**config.mk**
```make
export PLATFORM = sky130hd
export DESIGN_NAME = info_frame_builder_flat
export DESIGN_NICKNAME = d
export VERILOG_FILES = /design/src/rtl/info_frame_if.sv /design/src/rtl/info_frame_builder.sv /design/src/flat_wrapper.sv
export SDC_FILE = /design/constraint.sdc
export NUM_CORES = 1
export LEC_CHECK = 0
export ABC_AREA = 1
export BUFFER_PORTS_ARGS = -buffer_cell sky130_fd_sc_hd__buf_2
export CAP_MARGIN = 20
export CORE_MARGIN = 3
export CORE_UTILIZATION = 39
export CTS_CLUSTER_DIAMETER = 150
export DETAILED_ROUTE_END_ITERATION = 6
export PLACE_DENSITY = 0.64
export SLEW_MARGIN = 10
export SYNTH_ARGS = -nofsm -noshare
export SYNTH_HDL_FRONTEND = slang
export SYNTH_SLANG_ARGS = --single-unit
```
**constraint.sdc**
```tcl
create_clock -name clk_pixel -period 34.7 [get_ports clk_pixel]
set_input_delay 0 -clock clk_pixel [delete_from_list [all_inputs] [get_ports clk_pixel]]
set_output_delay 0 -clock clk_pixel [all_outputs]
set_load 0.005 [all_outputs]
```
**src/rtl/info_frame_if.sv**
```systemverilog
// Handshake and frame bundle between the InfoFrame builder and its
// host (payload writes, commit) and packet picker (swap, header/sub).
interface info_frame_if;
    logic            wr_valid;
    logic            wr_ready;
    logic [4:0]      wr_addr;
    logic [7:0]      wr_data;
    logic            commit;
    logic [4:0]      length;
    logic            swap_ok;
    logic            busy;
    logic            frame_valid;
    logic            error;
    logic [23:0]     header;
    logic [3:0][55:0] sub;

    modport master (
        output wr_valid, wr_addr, wr_data, commit, length, swap_ok,
        input  wr_ready, busy, frame_valid, error, header, sub
    );

    modport slave (
        input  wr_valid, wr_addr, wr_data, commit, length, swap_ok,
        output wr_ready, busy, frame_valid, error, header, sub
    );
endinterface

```
**src/rtl/info_frame_builder.sv**
```systemverilog
// Runtime-programmable InfoFrame source: shadow payload buffer, sequential
// checksum, and atomic swap into the active frame seen by the packet picker.
module info_frame_builder #(
    parameter logic [6:0] TYPE       = 7'd3,
    parameter logic [7:0] VERSION    = 8'd1,
    parameter int         MAX_LENGTH = 27
) (
    input  logic        clk_pixel,
    input  logic        reset,
    info_frame_if.slave bus
);

    typedef enum logic [1:0] {
        IDLE,
        SUM,
        WAIT_SWAP
    } state_t;

    localparam logic [4:0] MAX_L = 5'(MAX_LENGTH);

    state_t           state_q;
    logic [4:0]       len_q;
    logic [4:0]       idx_q;
    logic [7:0]       acc_q;
    logic [27:0][7:0] shadow_q;
    logic [27:0][7:0] active_q;
    logic [27:0][7:0] frame_d;
    logic [23:0]      header_q;
    logic             frame_valid_q;
    logic             error_q;

    logic wr_ok;
    logic len_ok;

    assign wr_ok  = (bus.wr_addr >= 5'd1) && (bus.wr_addr <= MAX_L);
    assign len_ok = (bus.length != 5'd0) && (bus.length <= MAX_L);

    // Next active frame: PB0 is the checksum, bytes beyond L are cleared.
    always_comb begin
        frame_d = '0;
        for (int i = 0; i < 28; i++) begin
            frame_d[i] = (5'(i) <= len_q) ? shadow_q[i] : 8'h00;
        end
        frame_d[0] = 8'd0 - acc_q;
    end

    always_ff @(posedge clk_pixel or posedge reset) begin
        if (reset) begin
            state_q       <= IDLE;
            len_q         <= '0;
            idx_q         <= '0;
            acc_q         <= '0;
            shadow_q      <= '0;
            active_q      <= '0;
            header_q      <= '0;
            frame_valid_q <= 1'b0;
            error_q       <= 1'b0;
        end else begin
            case (state_q)
                IDLE: begin
                    if (bus.wr_valid) begin
                        if (wr_ok) shadow_q[bus.wr_addr] <= bus.wr_data;
                        else       error_q <= 1'b1;
                    end
                    if (bus.commit) begin
                        if (!len_ok) begin
                            error_q <= 1'b1;
                        end else begin
                            len_q   <= bus.length;
                            error_q <= 1'b0;
                            acc_q   <= 8'h80 + {1'b0, TYPE} + VERSION
                                       + {3'b000, bus.length};
                            idx_q   <= 5'd1;
                            state_q <= SUM;
                        end
                    end
                end
                SUM: begin
                    acc_q <= acc_q + shadow_q[idx_q];
                    idx_q <= idx_q + 5'd1;
                    if (idx_q == len_q) state_q <= WAIT_SWAP;
                end
                WAIT_SWAP: begin
                    if (bus.swap_ok) begin
                        active_q      <= frame_d;
                        header_q      <= {3'b000, len_q, VERSION, 1'b1, TYPE};
                        frame_valid_q <= 1'b1;
                        state_q       <= IDLE;
                    end
                end
                default: state_q <= IDLE;
            endcase
        end
    end

    assign bus.wr_ready    = (state_q == IDLE);
    assign bus.busy        = (state_q != IDLE);
    assign bus.frame_valid = frame_valid_q;
    assign bus.error       = error_q;
    assign bus.header      = header_q;
    assign bus.sub         = active_q;

endmodule

```
**src/flat_wrapper.sv**
```systemverilog
// flat-port wrapper written by rule: the top's interface ports become plain ports
module info_frame_builder_flat 
#(
    parameter logic [6:0] TYPE       = 7'd3,
    parameter logic [7:0] VERSION    = 8'd1,
    parameter int         MAX_LENGTH = 27
)
  (clk_pixel, reset, bus_wr_valid, bus_wr_addr, bus_wr_data, bus_commit, bus_length, bus_swap_ok, bus_wr_ready, bus_busy, bus_frame_valid, bus_error, bus_header, bus_sub);
  info_frame_if bus_i ();
  input  logic clk_pixel;
  input  logic reset;
  input wire logic [$bits(bus_i.wr_valid)-1:0] bus_wr_valid;
  input wire logic [$bits(bus_i.wr_addr)-1:0] bus_wr_addr;
  input wire logic [$bits(bus_i.wr_data)-1:0] bus_wr_data;
  input wire logic [$bits(bus_i.commit)-1:0] bus_commit;
  input wire logic [$bits(bus_i.length)-1:0] bus_length;
  input wire logic [$bits(bus_i.swap_ok)-1:0] bus_swap_ok;
  output wire logic [$bits(bus_i.wr_ready)-1:0] bus_wr_ready;
  output wire logic [$bits(bus_i.busy)-1:0] bus_busy;
  output wire logic [$bits(bus_i.frame_valid)-1:0] bus_frame_valid;
  output wire logic [$bits(bus_i.error)-1:0] bus_error;
  output wire logic [$bits(bus_i.header)-1:0] bus_header;
  output wire logic [$bits(bus_i.sub)-1:0] bus_sub;
  assign bus_i.wr_valid = bus_wr_valid;
  assign bus_i.wr_addr = bus_wr_addr;
  assign bus_i.wr_data = bus_wr_data;
  assign bus_i.commit = bus_commit;
  assign bus_i.length = bus_length;
  assign bus_i.swap_ok = bus_swap_ok;
  assign bus_wr_ready = bus_i.wr_ready;
  assign bus_busy = bus_i.busy;
  assign bus_frame_valid = bus_i.frame_valid;
  assign bus_error = bus_i.error;
  assign bus_header = bus_i.header;
  assign bus_sub = bus_i.sub;
  info_frame_builder #(.TYPE(TYPE), .VERSION(VERSION), .MAX_LENGTH(MAX_LENGTH)) u_core (.clk_pixel(clk_pixel), .reset(reset), .bus(bus_i));
endmodule
```
Word-level counts from Yosys, hierarchy flattened
Cells that the tools add are included.
{"block": "totals", "input_bits": 23, "reg_bits": 479, "output_inout_bits": 252, "wordCells": 169}
{"block": "op_classes", "reduce_logical": 14, "eq_ne": 8, "n_mux": 47, "addsub": 4, "order_cmp": 33}
{"operator": "$mux W8", "count": 31}
{"operator": "$bwmux W224", "count": 1}
{"operator": "$le A5 B5 Y1 const A", "count": 12}
{"operator": "$bmux W8 S5", "count": 1}
{"operator": "$demux W8 S5", "count": 1}
{"operator": "$le A4 B5 Y1 const A", "count": 8}
{"operator": "$le A3 B5 Y1 const A", "count": 4}
{"operator": "$pmux W8 S2", "count": 1}
{"operator": "$lt A5 B6 Y1 const B", "count": 2}
{"operator": "$reduce_and A3 Y1", "count": 4}
{"operator": "$ge A5 B1 Y1 const B", "count": 2}
{"operator": "$le A2 B5 Y1 const A", "count": 2}
{"operator": "$le A5 B5 Y1 const B", "count": 2}
{"operator": "$mux W5", "count": 2}
{"operator": "$pmux W5 S2", "count": 1}
{"operator": "$add A8 B5 Y8 const A", "count": 1}
{"operator": "$add A8 B8 Y8", "count": 1}
{"operator": "$mux W2", "count": 4}
{"operator": "$sub A1 B8 Y8 const A", "count": 1}
{"operator": "$ne A2 B2 Y1 const B", "count": 3}
{"operator": "$pmux W2 S3", "count": 1}
{"operator": "$reduce_bool A2 Y1", "count": 3}
{"operator": "$add A5 B1 Y5 const B", "count": 1}
{"operator": "$eq A5 B5 Y1", "count": 1}
{"operator": "10 further kinds", "count": 16}

Depth between registers and ports, before layout
{"block": "logic_depth", "word_depth": 5, "depth_mapped": 19, "mapped_depth_nobuf": 17}

Least setup slack after synthesis
Ideal clock, no wire load.
{"block": "synth_timing", "path_type": "register to register", "startpoint": "reg u_core.idx_q[0]", "endpoint": "reg u_core.acc_q[6]", "required_time_ps": 34560, "setup_time_ps": 140, "period_less_slack_ps": 3068, "path_buffers": 3, "path_slack_ps": 31632, "arrival_time_ps": 2928, "path_stages_with_launch": 19, "cell_sequence": "dfrtp_1 inv_1 clkbuf_1 buf_2 clkbuf_1 nor2_1 o21ai_0 nand2_1 nand3_1 a21oi_1 a31oi_1 ha_1 inv_1 fa_1 o21ai_0 a21o_1 a21oi_1 xor2_1 o22ai_1"}
{"block": "synth_between", "elab_chain_cells": 4}
{"element": "start: declaration", "line_no": "info_frame_builder.sv:23", "rtl": "logic [4:0] idx_q;"}
{"element": "start signal: assignment", "line_no": "info_frame_builder.sv:80", "rtl": "idx_q <= idx_q + 5'd1;"}
{"element": "$bmux W8 S5", "line_no": "info_frame_builder.sv:79", "rtl": "acc_q <= acc_q + shadow_q[idx_q];"}
{"element": "$mux W8 (not written as such)", "line_no": "info_frame_builder.sv:79"}
{"element": "$add A8 B8 Y8", "line_no": "info_frame_builder.sv:79"}
{"element": "$pmux W8 S2", "line_no": "info_frame_builder.sv:59", "rtl": "case (state_q)"}
{"element": "end signal: assignment", "line_no": "info_frame_builder.sv:71", "rtl": "acc_q <= 8'h80 + {1'b0, TYPE} + VERSION"}
{"element": "end signal: assignment", "line_no": "info_frame_builder.sv:79"}
{"element": "end: declaration", "line_no": "info_frame_builder.sv:24", "rtl": "logic [7:0] acc_q;"}
No other way between the ends. The select of a mux whose other input is x is not followed.
A chain may end at the register's enable or synchronous reset.

Worst setup path after layout
Same ends and word-level chain as after synthesis.

==> flow_summary.yaml <==
outcome:
  outcome: "completed"
synthesis:
  post_synth_instance_area_mm2: 0.0208
  avgSynthCellArea_um2: 8.63
  post_synthesis_sequential_area_ratio: 0.572
  postSynthRegisterBits: 475
  synth-async-reset-ratio: 1.00
  dominantRegCellSynth: "dfrtp_1"
  edff_count_synth: 0
  netlist-cell-type-count: 38
  yosysWarningCount: 0
  netlist_instances: 2409
sta:
  max_slew_margin: 0.275
  final.hold.worst_slack_ns: 0.0544
  period_needed_ns: 4.67
  report.final.slew_viol_count: 0
  worst_slew_pin_slew_ns: 1.09
  finalHoldViolCount: 0
  finalWorstSetupSlack_ns: 30.03
  grt_setup_unrepaired: "false"
  finalSetupViolCount: 0
  totalNegativeSetupSlack_ns: 0
  layout_worst_path_cycle_share: 0.135
  clock.fmax_mhz: 214
  finalClockSkew_ns: 0.0132
route:
  wirelength_mm: 69.5
  vias_per_cell: 5.34
  firstDrtPassIters: 5
  highest-signal-layer: "met4"
  detail-route-antenna-nets: 0
  first_iter_violations: 1917
  wl_per_cell_um: 20.8
  routedLengthMet1_mm: 29.8
  wl_met2_mm: 32.2
  drt_drc_violations_left: 0
  route.vias.total: 17800
  wl_met3_mm: 5.23
placement:
  numPortBuffers: 259
  dpl_cell_area_mm2: 0.0224
  gp_weighted_congestion: 0.954
  placement_setup_slack_ns: 30.19
  place_hpwl_mm: 49.4
  placedCellCount: 3215
cts:
  numCtsBuffers: 50
  clock_root_buffer: "clkbuf_16"
  cts_tree: "done"
  clock_sinks: 475
  cts-root-to-sink-buffers: 3
  cts_repair_resized_insts: 0
  cts.htree.levels: 2
  post-cts-setup-buffers: 0
  insertion_delay_ns: 0.59
  post_cts_clock_slew_at_the_launch_and_capture_registers_of_the_worst_setup_and_hold_paths_ns: 0.07
floorplanning:
  die-height_um: 237
  start_util: 0.399
  core.rowCount: 83
  fp.dieW_um: 237
  fp.dieArea_mm2: 0.0561
  core-area_mm2: 0.0520
  io-pin-count: 275
pwr:
  powerDensity_mw_per_mm2: 86.1
  ir_drop_v: 0.0000362
  post-layout-total-power_mw: 2.11
  p_leak_nw: 12.4
cells_and_area:
  fillerInstances: 4958
  area_growth_syn_to_layout_pct: 17.7
  seq_area_mm2: 0.0119
  final_net_count: 2650
  final_layout_size_suffix_gt1_frac: 0.152
  final-instance-count-excl-fill: 3335
  final_design_area_no_fill_mm2: 0.0245
  area_occupied_by_multi_input_gates_mm2: 0.00755
  fin_util: 0.470
worst_setup_path:
  critPathArrivalTime_ns: 5.11
  worstPathCellList: "inv_2 > buf_4 > o21ai_0 > o22ai_1 > nand2_1 > nand3_1 > a21oi_1 > a31oi_1 > ha_1 > inv_1 > fa_1 > o21ai_0 > a21o_1 > a21oi_1 > xor2_1 > o22ai_1"
  crit_path_max_fanout: 71
  timing.critical_path.slowest_stage_cell: "inv_2"
  worstSetupEndpointType: "register"
  setup.worst_path.start_class: "register"
  timing_worst_setup_path_type: "reg -> reg"
  cpPeakStageDelay_ns: 0.80
  worst-endpoint-required_ns: 35.14
worst_hold_path:
  min_path_type: "in -> reg"
global_routing:
  grt.total_usage: 0.245
  overflow: 0
  number_of_global_route_vias_before_repair: 17100
  largest_net_degree_at_the_start_of_global_routing: 180
  grt_pass1_wl_mm: 107
  antenna_violations_before_repair: 2
job:
  max_cap_violations: 0
[cells by family after synthesis]
| logic type | count (synthesis) | share of synthesized area |
|---|---|---|
| AND/OR/NAND/NOR | 973 | 0.190 |
| AO/OA/AOI/OAI | 604 | 0.157 |
| flip-flops | 475 | 0.572 |
| buffers and inverters | 333 | 0.0676 |
| adder cells (fa/ha/maj) | 13 | 0.00819 |
| XOR/XNOR | 10 | 0.00421 |
| other | 1 | 0.000180 |
[cell usage after synthesis, drive strengths merged (5+ instances only)]
library cell  number  share of area
dfrtp            475           0.57
o22ai             14         0.0042
ha                12         0.0072
buf               53          0.017
a21oi             78          0.019
clkbuf           113          0.020
inv              162          0.029
o31ai             41          0.015
nor2              84          0.015
clkinv             5        0.00090
a31oi              7         0.0021
nand2            711           0.13
xor2               7         0.0030
nand3            169          0.041
o211ai             8         0.0029
o21ai            446           0.11
[critical path: cells and delay by family (launching register included)]
family                     cells  cell delay [ns]
buffers and inverters          3             1.50
and+or+nand+nor                2             0.17
xor gates and xnor gates       1             0.13
AOI/OAI and AO/OA              8             1.36
DFF                            1             0.70
adders and majority gates      2             0.61
[registers in the layout (all words and copies together), names as in the netlist]
signal             cells
u_core.shadow_q      224
u_core.len_q           5
u_core.idx_q           5
u_core.bus.sub       224
u_core.acc_q           8
u_core.bus.error       1
u_core.bus.header      6
u_core.state_q         2
[layout make-up]
| type | count | area share |
|---|---|---|
| repair buffers | 305 | 0.0740 |
| clock buffers | 74 | 0.0602 |
| clock inverters | 17 | 0.0102 |
| multi-input cells | 1615 | 0.309 |
| flip-flops and latches | 475 | 0.486 |
| inverters | 167 | 0.0260 |
| diodes | 2 | 0.000205 |
| well taps | 680 | 0.0348 |
[per-layer routing]
metal,global-route usage,up-vias
met4,0.0759,0
met5,0,-
li1,-,8306
met1,0.342,8642
met2,0.389,725
met3,0.0443,139
[cell usage in the layout, fill, tap and decap left out, types with 8 or more instances in the layout]
cell and count:
ha_1 12, o21ai_1 55, nand3_1 169, nand2_1 702, o21ai_2 18, clkbuf_1 12
clkbuf_8 11, conb_1 15, inv_1 157, o21ai_0 373, nor2_1 84, dlygate4sd3_1 22
clkbuf_16 51, a21oi_1 78, o211ai_1 8, nand2_2 8, buf_4 17, o31ai_1 41
buf_2 259, dfrtp_1 473, o22ai_1 14
[final timing paths]
path                                             end  slack (ns)  cells after the start               start
worst max-delay path                 u_core.acc_q[6]       30.03                     16     u_core.idx_q[0]
worst min-delay path            u_core.shadow_q[199]        0.05                      4      bus_wr_addr[0]
worst max register to register       u_core.acc_q[6]       30.03                     16     u_core.idx_q[0]
worst min register to register    u_core.shadow_q[4]        0.38                      0  u_core.shadow_q[4]
max in group asynchronous        u_core.shadow_q[41]       32.45                      6               reset
min in group asynchronous        u_core.bus.sub[133]        0.13                      3               reset
[timing repair]
| item | 4_1_cts | 5_1_grt |
|---|---|---|
| endpoints found under the setup margin | 0 | 0 |
| hold buffers | 22 | 0 |
| hold endpoints to repair | 191 | 0 |
[report_power, final]
| part | internal [mW] | leakage, nW | switching [mW] | total, mW |
|---|---|---|---|---|
| Clock | 0.338 | 0.840 | 0.225 | 0.564 |
| Sequential | 0.712 | 6.31 | 0.145 | 0.858 |
| Combinational | 0.238 | 5.20 | 0.447 | 0.685 |
Power figures use the tool's default switching activity.
